$ cat config.mk
export PLATFORM = sky130hd
export DESIGN_NAME = freq_div_ctrl
export DESIGN_NICKNAME = d
export VERILOG_FILES = /design/src/rtl/freq_div_ctrl.sv
export SDC_FILE = /design/constraint.sdc
export NUM_CORES = 1
export LEC_CHECK = 0
export ABC_AREA = 1
export CAP_MARGIN = 5
export CORE_MARGIN = 2
export CORE_UTILIZATION = 48
export CTS_BUF_LIST = sky130_fd_sc_hd__clkbuf_16
export DETAILED_ROUTE_END_ITERATION = 6
export PLACE_DENSITY = 0.7
export SLEW_MARGIN = 15
export SYNTH_ARGS = -nofsm -noshare
export SYNTH_HDL_FRONTEND = slang
export SYNTH_SLANG_ARGS = --single-unit
$ cat constraint.sdc
create_clock -name clk -period 1.7 [get_ports clk]
set_input_delay 0.255 -clock clk [delete_from_list [all_inputs] [get_ports clk]]
set_output_delay 0.255 -clock clk [all_outputs]
set_load 0.05 [all_outputs]
$ cat src/rtl/freq_div_ctrl.sv
// freq_div_ctrl: programmable clock-enable divider. Produces a divided
// square-wave enable and a period-start strobe. New divide ratios arrive
// through a valid/ready handshake and are applied only at a period boundary
// (or when the divider stops), so a running period is never truncated.
module freq_div_ctrl #(
  parameter int CNT_W   = 8,
  parameter int DEF_DIV = 3
) (
  input  logic             clk,
  input  logic             reset_n,
  input  logic             en,
  input  logic             cfg_valid,
  input  logic [CNT_W-1:0] cfg_div,
  output logic             cfg_ready,
  output logic             cfg_err,
  output logic             div_out,
  output logic             tick,
  output logic             busy
);

  typedef enum logic [1:0] {
    IDLE = 2'd0,
    RUN  = 2'd1,
    PEND = 2'd2
  } state_t;

  localparam logic [CNT_W-1:0] DEF_DIV_V = CNT_W'(DEF_DIV);
  localparam logic [CNT_W-1:0] ONE       = CNT_W'(1);
  localparam logic [CNT_W-1:0] TWO       = CNT_W'(2);

  state_t           state;
  state_t           state_nxt;
  logic [CNT_W-1:0] cnt;
  logic [CNT_W-1:0] cnt_nxt;
  logic [CNT_W-1:0] div_cur;
  logic [CNT_W-1:0] div_cur_nxt;
  logic [CNT_W-1:0] div_pend;
  logic [CNT_W-1:0] div_pend_nxt;
  logic             cfg_err_nxt;

  logic             xfer;
  logic             xfer_ok;
  logic             xfer_bad;
  logic             wrap;

  // A ratio below 2 cannot form a period with both a high and a low phase.
  function automatic logic ratio_legal(input logic [CNT_W-1:0] r);
    return (r >= TWO);
  endfunction

  // True on the last cycle of a period of length d (d >= 2 is guaranteed,
  // so d - 1 never underflows).
  function automatic logic period_last(input logic [CNT_W-1:0] c,
                                       input logic [CNT_W-1:0] d);
    return (c == (d - ONE));
  endfunction

  assign xfer     = cfg_valid && cfg_ready;
  assign xfer_ok  = xfer && ratio_legal(cfg_div);
  assign xfer_bad = xfer && !ratio_legal(cfg_div);
  assign wrap     = period_last(cnt, div_cur);

  // State register.
  always_ff @(posedge clk) begin
    if (!reset_n) begin
      state <= IDLE;
    end else begin
      state <= state_nxt;
    end
  end

  // Next-state logic: stop has priority over everything, PEND returns to
  // RUN only at the end of the current period.
  always_comb begin
    state_nxt = state;
    unique case (state)
      IDLE: begin
        if (en) state_nxt = RUN;
      end
      RUN: begin
        if (!en)          state_nxt = IDLE;
        else if (xfer_ok) state_nxt = PEND;
      end
      PEND: begin
        if (!en)       state_nxt = IDLE;
        else if (wrap) state_nxt = RUN;
      end
      default: state_nxt = IDLE;
    endcase
  end

  // Next values of the counter and ratio registers, following the state
  // transitions above.
  always_comb begin
    cnt_nxt      = cnt;
    div_cur_nxt  = div_cur;
    div_pend_nxt = div_pend;
    cfg_err_nxt  = xfer_bad;
    unique case (state)
      IDLE: begin
        cnt_nxt = '0;
        if (xfer_ok) div_cur_nxt = cfg_div;
      end
      RUN: begin
        if (!en) begin
          // Stopping: a ratio offered on the same edge becomes current.
          cnt_nxt = '0;
          if (xfer_ok) div_cur_nxt = cfg_div;
        end else begin
          cnt_nxt = wrap ? '0 : cnt + ONE;
          if (xfer_ok) div_pend_nxt = cfg_div;
        end
      end
      PEND: begin
        if (!en || wrap) begin
          cnt_nxt     = '0;
          div_cur_nxt = div_pend;
        end else begin
          cnt_nxt = cnt + ONE;
        end
      end
      default: begin
        cnt_nxt = '0;
      end
    endcase
  end

  // Counter, ratio and error registers.
  always_ff @(posedge clk) begin
    if (!reset_n) begin
      cnt      <= '0;
      div_cur  <= DEF_DIV_V;
      div_pend <= '0;
      cfg_err  <= 1'b0;
    end else begin
      cnt      <= cnt_nxt;
      div_cur  <= div_cur_nxt;
      div_pend <= div_pend_nxt;
      cfg_err  <= cfg_err_nxt;
    end
  end

  // Outputs decoded from registers only: high phase is floor(N/2) cycles.
  always_comb begin
    busy      = (state != IDLE);
    cfg_ready = (state != PEND);
    tick      = busy && (cnt == '0);
    div_out   = busy && (cnt < (div_cur >> 1));
  end

endmodule

==> results.sh, run 1 <==
export IMPL_clkSlewWorstSetupHoldPaths_ns=0.07
export IMPL_fp_dieArea_sq_um=4050
export IMPL_setup_ws_ns=-0.425
export IMPL_synth_async_sr_flop_share_pct=0
export IMPL_cts_buffers_inserted=3
export IMPL_clock_insertion_delay_worst_skew_ns=0.26
export IMPL_clock_sinks=27
export IMPL_power_leakage_nw=1.09
export IMPL_cp_data_arrival_time_ns=1.87
export IMPL_grt_pass1_vias=1766
export IMPL_power_per_cell_area_nw_per_um2=1510
export IMPL_power_share_sequential_pct=22.0
export IMPL_vias=1822
export IMPL_worstHoldPathType="reg2reg"
export IMPL_fin_cells=344
export IMPL_routed_wl_um=4870
export IMPL_met3_grt_util_pct=3.21
export IMPL_placedCellCount=337
export IMPL_final_layout_size_suffix_gt1_share_pct=32.2
export IMPL_firstDrtPassIters=5
export IMPL_global_route_usage_met2_pct=45.1
export IMPL_netSwitchingPower_mw=1.68
export IMPL_number_of_pins_exceeding_their_max_slew_limit_in_the_final_report=0
export IMPL_port_buffers=16
export IMPL_critical_path_max_fanout=3
export IMPL_drt_iter0_drc=145
export IMPL_syn_area_sq_um=1710
export IMPL_synth_seq_area_share_pct=31.6
export IMPL_synthDistinctLibCells=34
export IMPL_synth_warnings=0
export IMPL_setup_violations_final=11
export IMPL_synthesized_area_divided_by_synthesized_cell_count_sq_um=6.81
export IMPL_outcome="finished, violations left"
export IMPL_clock_tree_htree_level_count=1
export IMPL_synth_top_flop_cell="sky130_fd_sc_hd__dfxtp_1"
export IMPL_crit_path_max_delay_family="compound AO/OA/AOI/OAI gates"
export IMPL_setup_repair_after_global_routing_missed_its_margin="true"
export IMPL_antenna_found_initial=0
export IMPL_post_drt_wl_per_cell_um=14.2
export IMPL_dp_final_hpwl_um=3350
export IMPL_vert_die_dim_um=63.7
export IMPL_post_route_min_period_ns=2.13
export IMPL_n_fill_cell=252
export IMPL_drt_drc_violations_left=0
export IMPL_post_route_cell_area_sq_um=2510
export IMPL_yosys_area_top_type="sky130_fd_sc_hd__dfxtp_1"
export IMPL_initial_core_util_pct=50.4
export IMPL_max_freq_mhz=471
export IMPL_launching_element_of_the_worst_setup_path="div_cur[2]"
export IMPL_cp_endpoint="div_out"
export IMPL_critical_path_buf_inv_count=2
export IMPL_max_slew_worst_pin_slew_ns=0.412
export IMPL_worstPathCellList="inv_2 -> ha_4 -> a21boi_2 -> o211ai_1 -> nand2_1 -> a21oi_2 -> o21bai_2 -> a21oi_4 -> buf_12"
export IMPL_gr_usage_met1_pct=30.1
export IMPL_worst_r2r_cell_count=14
export IMPL_die_w_um=63.7
export IMPL_fin_worst_skew_ns=0.00225
export IMPL_vias_per_cell=5.30
export IMPL_grt_pass1_wl_um=7950
export IMPL_failed_checks="setup timing"
export IMPL_timing_max_cap_violations=0
export IMPL_switching_share_of_power_pct=44.5
export IMPL_worstReg2RegEnd="div_cur[2]"
export IMPL_route_antenna_remaining_nets=0
export IMPL_ir_drop_uv=894
export IMPL_combinationalPowerShare_pct=63.7
export IMPL_synth_area_top_cells="sky130_fd_sc_hd__dfxtp_1, sky130_fd_sc_hd__nand2_1, sky130_fd_sc_hd__ha_1"
export IMPL_area_of_the_core_region_sq_um=3390
export IMPL_synth_fp_nets=276
export IMPL_criticalPathCategory="reg2out"
export IMPL_total_global_route_track_usage_pct=24.8
export IMPL_ctsLongestPathBuffers=2
export IMPL_gr_max_usage_layer="met2"
export IMPL_io_pin_count=17
export IMPL_postPlaceCellArea_sq_um=2190
export IMPL_synth_top_area_share_pct=31.6
export IMPL_cell_internal_pwr_mw=2.10
export IMPL_p_clk_share_pct=14.3
export IMPL_synth_seq_cells=27
export IMPL_syn2layout_area_growth_pct=46.7
export IMPL_end_kind="output pin"
export IMPL_post_route_util_pct=74.0
export IMPL_post_route_period_util_pct=125
export IMPL_post_synth_edffs=0
export IMPL_worst_path_stages=9
export IMPL_grt_max_degree=17
export IMPL_final_weighted_congestion_in_routability_driven_placement=0.887
export IMPL_timing_reg2reg_setup_slack_ns=-0.21
export IMPL_tritoncts="yes"
export IMPL_fp_row_count=21
export IMPL_n_antenna_cell=0
export IMPL_critical_path_max_stage_delay_ns=0.35
export IMPL_globalRoute_totalOverflow=0
export IMPL_cp_data_required_time_ns=1.44
export IMPL_critical_path_reg2reg_startpoint="div_cur[0]"
export IMPL_critical_path_startpoint_type="flop"
export IMPL_finalNetCount=324
export IMPL_timing_final_hold_violations=0
export IMPL_clock_tree_root_cell="sky130_fd_sc_hd__clkbuf_16"
export IMPL_postCtsHoldBufs=0
export IMPL_worst_path_max_delay_cell="sky130_fd_sc_hd__dfxtp_2"
export IMPL_postSynthCellCount=251
export IMPL_max_slew_margin_rel_pct=72.2
==> worst reg2reg max path, stage by stage, from the launching register on <==
cell	delay, ns
sky130_fd_sc_hd__dfxtp_2	0.33
sky130_fd_sc_hd__inv_2	0.05
sky130_fd_sc_hd__ha_4	0.24
sky130_fd_sc_hd__inv_2	0.04
sky130_fd_sc_hd__nand2_1	0.04
sky130_fd_sc_hd__nand2_1	0.05
sky130_fd_sc_hd__nand2_1	0.05
sky130_fd_sc_hd__nor2_1	0.12
sky130_fd_sc_hd__nand3_1	0.08
sky130_fd_sc_hd__nor2_1	0.13
sky130_fd_sc_hd__nand3_2	0.15
sky130_fd_sc_hd__nand2_4	0.18
sky130_fd_sc_hd__buf_12	0.16
sky130_fd_sc_hd__nand3_2	0.09
sky130_fd_sc_hd__a21oi_2	0.14
==> per-stage QoR <==
step                hold WS [ns]  setup WS, ns  total power, mW  TNS (ns)
floorplan                  0.339       -0.0950             2.04   -0.0950
global placement           0.435        -0.195             2.78     -1.40
detailed placement         0.440        -0.209             2.82     -1.84
CTS                        0.450        -0.414             3.58    -0.635
global route               0.482        -0.496             4.03     -2.97
finish                     0.451        -0.425             3.79     -1.83
==> layout make-up <==
cell class	instances	area, sq um	share of cell area [%]
clock inverters	1	5.00	0.200
inverters	38	150	5.99
multi-input cells	182	1220	48.7
well taps	46	57.6	2.30
flip-flops and latches	27	552	22.0
repair buffers	47	447	17.8
clock buffers	3	75.1	2.99
==> routing by layer <==
| metal | vias to the layer above | wire, um | share of wire, % |
|---|---|---|---|
| met5 | - | 0 | 0 |
| met3 | 20 | 207 | 4.3 |
| met4 | 0 | 195 | 4.0 |
| met1 | 837 | 1970 | 40 |
| li1 | 912 | - | - |
| met2 | 53 | 2500 | 51 |
==> worst min path at each step <==
stage / from / end / cells past startpoint
after floorplan: reset_n / div_cur[0] / 1
after global placement: div_pend[0] / div_pend[0] / 2
after detailed placement: div_pend[0] / div_pend[0] / 2
after CTS: div_pend[0] / div_pend[0] / 2
after global routing: div_pend[0] / div_pend[0] / 2
final: div_pend[0] / div_pend[0] / 2
==> power groups by stage <==
| stage | combinational, mW | clock [mW] | sequential, mW |
|---|---|---|---|
| 2_1_floorplan | 1.21 | 0 | 0.836 |
| 3_3_place_gp | 1.95 | 0 | 0.838 |
| 3_5_place_dp | 1.99 | 0 | 0.839 |
| 4_1_cts | 2.20 | 0.544 | 0.832 |
| 5_1_grt | 2.60 | 0.579 | 0.851 |
| 6_report | 2.41 | 0.541 | 0.834 |
==> kinds of logic (layout without fill, tap and decap cells) <==
| logic type | Yosys count | in the layout | share of synthesized area, % |
|---|---|---|---|
| AOI/OAI and AO/OA | 37 | 37 | 12.4 |
| DFF | 27 | 27 | 31.6 |
| and+or+nand+nor | 124 | 124 | 32.6 |
| adders and majority gates | 13 | 13 | 9.52 |
| xor gates and xnor gates | 8 | 8 | 4.10 |
| buffers and inverters | 42 | 89 | 9.74 |
==> sequential cells by signal, indices dropped and copies added (netlist names) <==
signal    cells
state         2
cnt           8
div_cur       8
cfg_err       1
div_pend      8
==> layout by cell type, fill, tap and decap left out, drive strengths merged <==
master	count
o2111a	1
o21ai	13
o211ai	1
a21boi	1
nor3b	2
clkdlybuf4s50	11
dfxtp	27
clkbuf	3
nor3	4
buf	36
nand2b	1
a31oi	2
nand4	4
xor2	5
a21oi	18
inv	37
o21bai	1
nand3	25
ha	13
or2	1
clkinv	2
nand2	63
xnor2	3
nor2	21
nor4	2
or3	1
==> cell usage after synthesis, types with 2 or more instances <==
cell type	count
sky130_fd_sc_hd__nand2_1	61
sky130_fd_sc_hd__inv_1	32
sky130_fd_sc_hd__dfxtp_1	27
sky130_fd_sc_hd__nand3_1	24
sky130_fd_sc_hd__nor2_1	19
sky130_fd_sc_hd__a21oi_1	17
sky130_fd_sc_hd__ha_1	13
sky130_fd_sc_hd__o21ai_0	11
sky130_fd_sc_hd__inv_2	5
sky130_fd_sc_hd__xor2_1	5
sky130_fd_sc_hd__nand4_1	4
sky130_fd_sc_hd__nor3_1	3
sky130_fd_sc_hd__xnor2_1	3
sky130_fd_sc_hd__a31oi_1	2
sky130_fd_sc_hd__clkbuf_1	2
sky130_fd_sc_hd__nand2_2	2
sky130_fd_sc_hd__nor3b_1	2
sky130_fd_sc_hd__nor4_1	2
sky130_fd_sc_hd__o21ai_1	2
==> repair_timing <==
item / 4_1_cts / 5_1_grt
setup buffers: 3 / 1
endpoints found under the hold margin: 0 / 0
resized for setup: 32 / 17
setup endpoints to repair: 20 / 20
pin swaps: 15 / 10
(Power assumes the default switching activity.)
==> run 2, diff against run 1 <==
--- a/config.mk
+++ b/config.mk
@@ -11,6 +11,7 @@
 export CORE_UTILIZATION = 48
 export CTS_BUF_LIST = sky130_fd_sc_hd__clkbuf_16
 export DETAILED_ROUTE_END_ITERATION = 6
+export MAX_ROUTING_LAYER = met4
 export PLACE_DENSITY = 0.7
 export SLEW_MARGIN = 15
 export SYNTH_ARGS = -nofsm -noshare
==> run 2 against run 1 <==
Net effect:
- via count shrank 0.88%
- total power is essentially flat
- sequential power is essentially flat
- the flow still finishes with violations (setup timing)
- worst hold slack is essentially flat
- maximum frequency is essentially flat
- setup slack is essentially flat
- critical path depth is the same
- final cell count is the same
- largest power group unchanged
- combinational power is essentially flat
- clock skew shrank 0.00082 ns
- wire length shrank 0.74%
- design area is the same
==> results.sh, run 2 (synthesized netlist as in run 1, its figures left out) <==
export IMPL_post_drt_wl_per_cell_um=14.1
export IMPL_grt_max_degree=17
export IMPL_criticalPathCategory="reg2out"
export IMPL_clock_sinks=27
export IMPL_ctsLongestPathBuffers=2
export IMPL_max_slew_worst_pin_slew_ns=0.409
export IMPL_power_leakage_nw=1.09
export IMPL_clock_tree_htree_level_count=1
export IMPL_failed_checks="setup timing"
export IMPL_max_slew_margin_rel_pct=72.4
export IMPL_gr_max_usage_layer="met2"
export IMPL_global_route_usage_met2_pct=45.1
export IMPL_dp_final_hpwl_um=3350
export IMPL_fp_dieArea_sq_um=4050
export IMPL_initial_core_util_pct=50.4
export IMPL_timing_final_hold_violations=0
export IMPL_drt_iter0_drc=149
export IMPL_n_antenna_cell=0
export IMPL_cp_data_arrival_time_ns=1.87
export IMPL_layout_common_cells="sky130_fd_sc_hd__nand2_1, sky130_fd_sc_hd__buf_4, sky130_fd_sc_hd__inv_1, sky130_fd_sc_hd__dfxtp_1, sky130_fd_sc_hd__nor2_1"
export IMPL_final_layout_size_suffix_gt1_share_pct=32.2
export IMPL_critical_path_max_fanout=3
export IMPL_worst_hold_slack_ns=0.451
export IMPL_total_global_route_track_usage_pct=25.5
export IMPL_syn2layout_area_growth_pct=46.7
export IMPL_cp_data_required_time_ns=1.44
export IMPL_gr_usage_met1_pct=30.2
export IMPL_area_of_the_core_region_sq_um=3390
export IMPL_fp_row_count=21
export IMPL_antenna_found_initial=0
export IMPL_ir_drop_uv=897
export IMPL_vias_per_cell=5.25
export IMPL_vert_die_dim_um=63.7
export IMPL_worst_slack_after_detailed_placement_ns=-0.209
export IMPL_port_buffers=16
export IMPL_number_of_pins_exceeding_their_max_slew_limit_in_the_final_report=0
export IMPL_n_fill_cell=252
export IMPL_tns_ns=-1.83
export IMPL_post_route_util_pct=74.0
export IMPL_postCtsHoldBufs=0
export IMPL_final_weighted_congestion_in_routability_driven_placement=0.902
export IMPL_critical_path_startpoint_type="flop"
export IMPL_firstDrtPassIters=4
export IMPL_met3_grt_util_pct=3.04
export IMPL_drt_drc_violations_left=0
export IMPL_io_pin_count=17
export IMPL_tritoncts="yes"
export IMPL_fin_cells=344
export IMPL_grt_pass1_vias=1766
export IMPL_timing_max_cap_violations=0
export IMPL_clkSlewWorstSetupHoldPaths_ns=0.07
export IMPL_clock_insertion_delay_worst_skew_ns=0.26
export IMPL_globalRoute_totalOverflow=0
export IMPL_setup_repair_after_global_routing_missed_its_margin="true"
export IMPL_finalNetCount=324
export IMPL_largestRegisters="cnt x8, div_cur x8, div_pend x8"
export IMPL_outcome="finished, violations left"
export IMPL_clock_tree_root_cell="sky130_fd_sc_hd__clkbuf_16"
export IMPL_worstHoldPathType="reg2reg"
export IMPL_grt_pass1_wl_um=7960
export IMPL_post_route_period_util_pct=125
export IMPL_power_per_cell_area_nw_per_um2=1510
export IMPL_route_antenna_remaining_nets=0
export IMPL_cts_buffers_inserted=3
export IMPL_vias=1806
export IMPL_postPlaceCellArea_sq_um=2190
export IMPL_post_route_cell_area_sq_um=2510
export IMPL_die_w_um=63.7
export IMPL_end_kind="output pin"
export IMPL_layout_commonest_cell="sky130_fd_sc_hd__nand2_1"
export IMPL_finalPower_mw=3.78
export IMPL_fin_worst_skew_ns=0.00143
export IMPL_setup_violations_final=11
export IMPL_setup_ws_ns=-0.425
export IMPL_routed_wl_um=4830
export IMPL_placedCellCount=337
export IMPL_max_freq_mhz=471
export IMPL_post_route_min_period_ns=2.13
run 2: final cells by class:
type | instances | area [sq um] | share of cell area (%)
inverter | 38 | 150 | 5.99
clock inverter | 1 | 5.00 | 0.200
timing repair buffer | 47 | 447 | 17.8
tap | 46 | 57.6 | 2.30
clock buffer | 3 | 75.1 | 2.99
sequential | 27 | 552 | 22.0
multi-input combinational | 182 | 1220 | 48.7
run 2: layer usage:
layer  up-vias  part of all wire (%)  wire [um]
met5         -                     0          0
met4         0                   3.8        184
met3        20                   4.0        194
met2        60                    52       2510
met1       812                    40       1950
li1        914                     -          -
run 2: worst paths after layout:
check	startpoint	to	slack (ns)	depth (start not counted)
worst min register to register	div_pend[0]	div_pend[0]	0.45	2
worst max register to register	div_cur[0]	div_cur[2]	-0.21	14
worst max-delay path	div_cur[2]	div_out	-0.43	9
worst min-delay path	div_pend[0]	div_pend[0]	0.45	2
run 2: where the power goes:
part	internal, mW	switching, mW
sequential	0.748	0.0856
combinational	1.04	1.37
clock	0.318	0.223
run 2: timing repair:
| action | CTS | global route |
|---|---|---|
| endpoints found under the hold margin | 0 | 0 |
| pin swaps | 15 | 10 |
| gates resized for setup | 32 | 17 |
| setup endpoints to repair | 20 | 20 |
| setup buffers | 3 | 1 |
run 2: worst max-delay path: stages, from the launching register on:
cell and delay, ns:
sky130_fd_sc_hd__dfxtp_2 0.35, sky130_fd_sc_hd__inv_2 0.05, sky130_fd_sc_hd__ha_4 0.20, sky130_fd_sc_hd__a21boi_2 0.14, sky130_fd_sc_hd__o211ai_1 0.18, sky130_fd_sc_hd__nand2_1 0.09
sky130_fd_sc_hd__a21oi_2 0.15, sky130_fd_sc_hd__o21bai_2 0.10, sky130_fd_sc_hd__a21oi_4 0.19, sky130_fd_sc_hd__buf_12 0.15
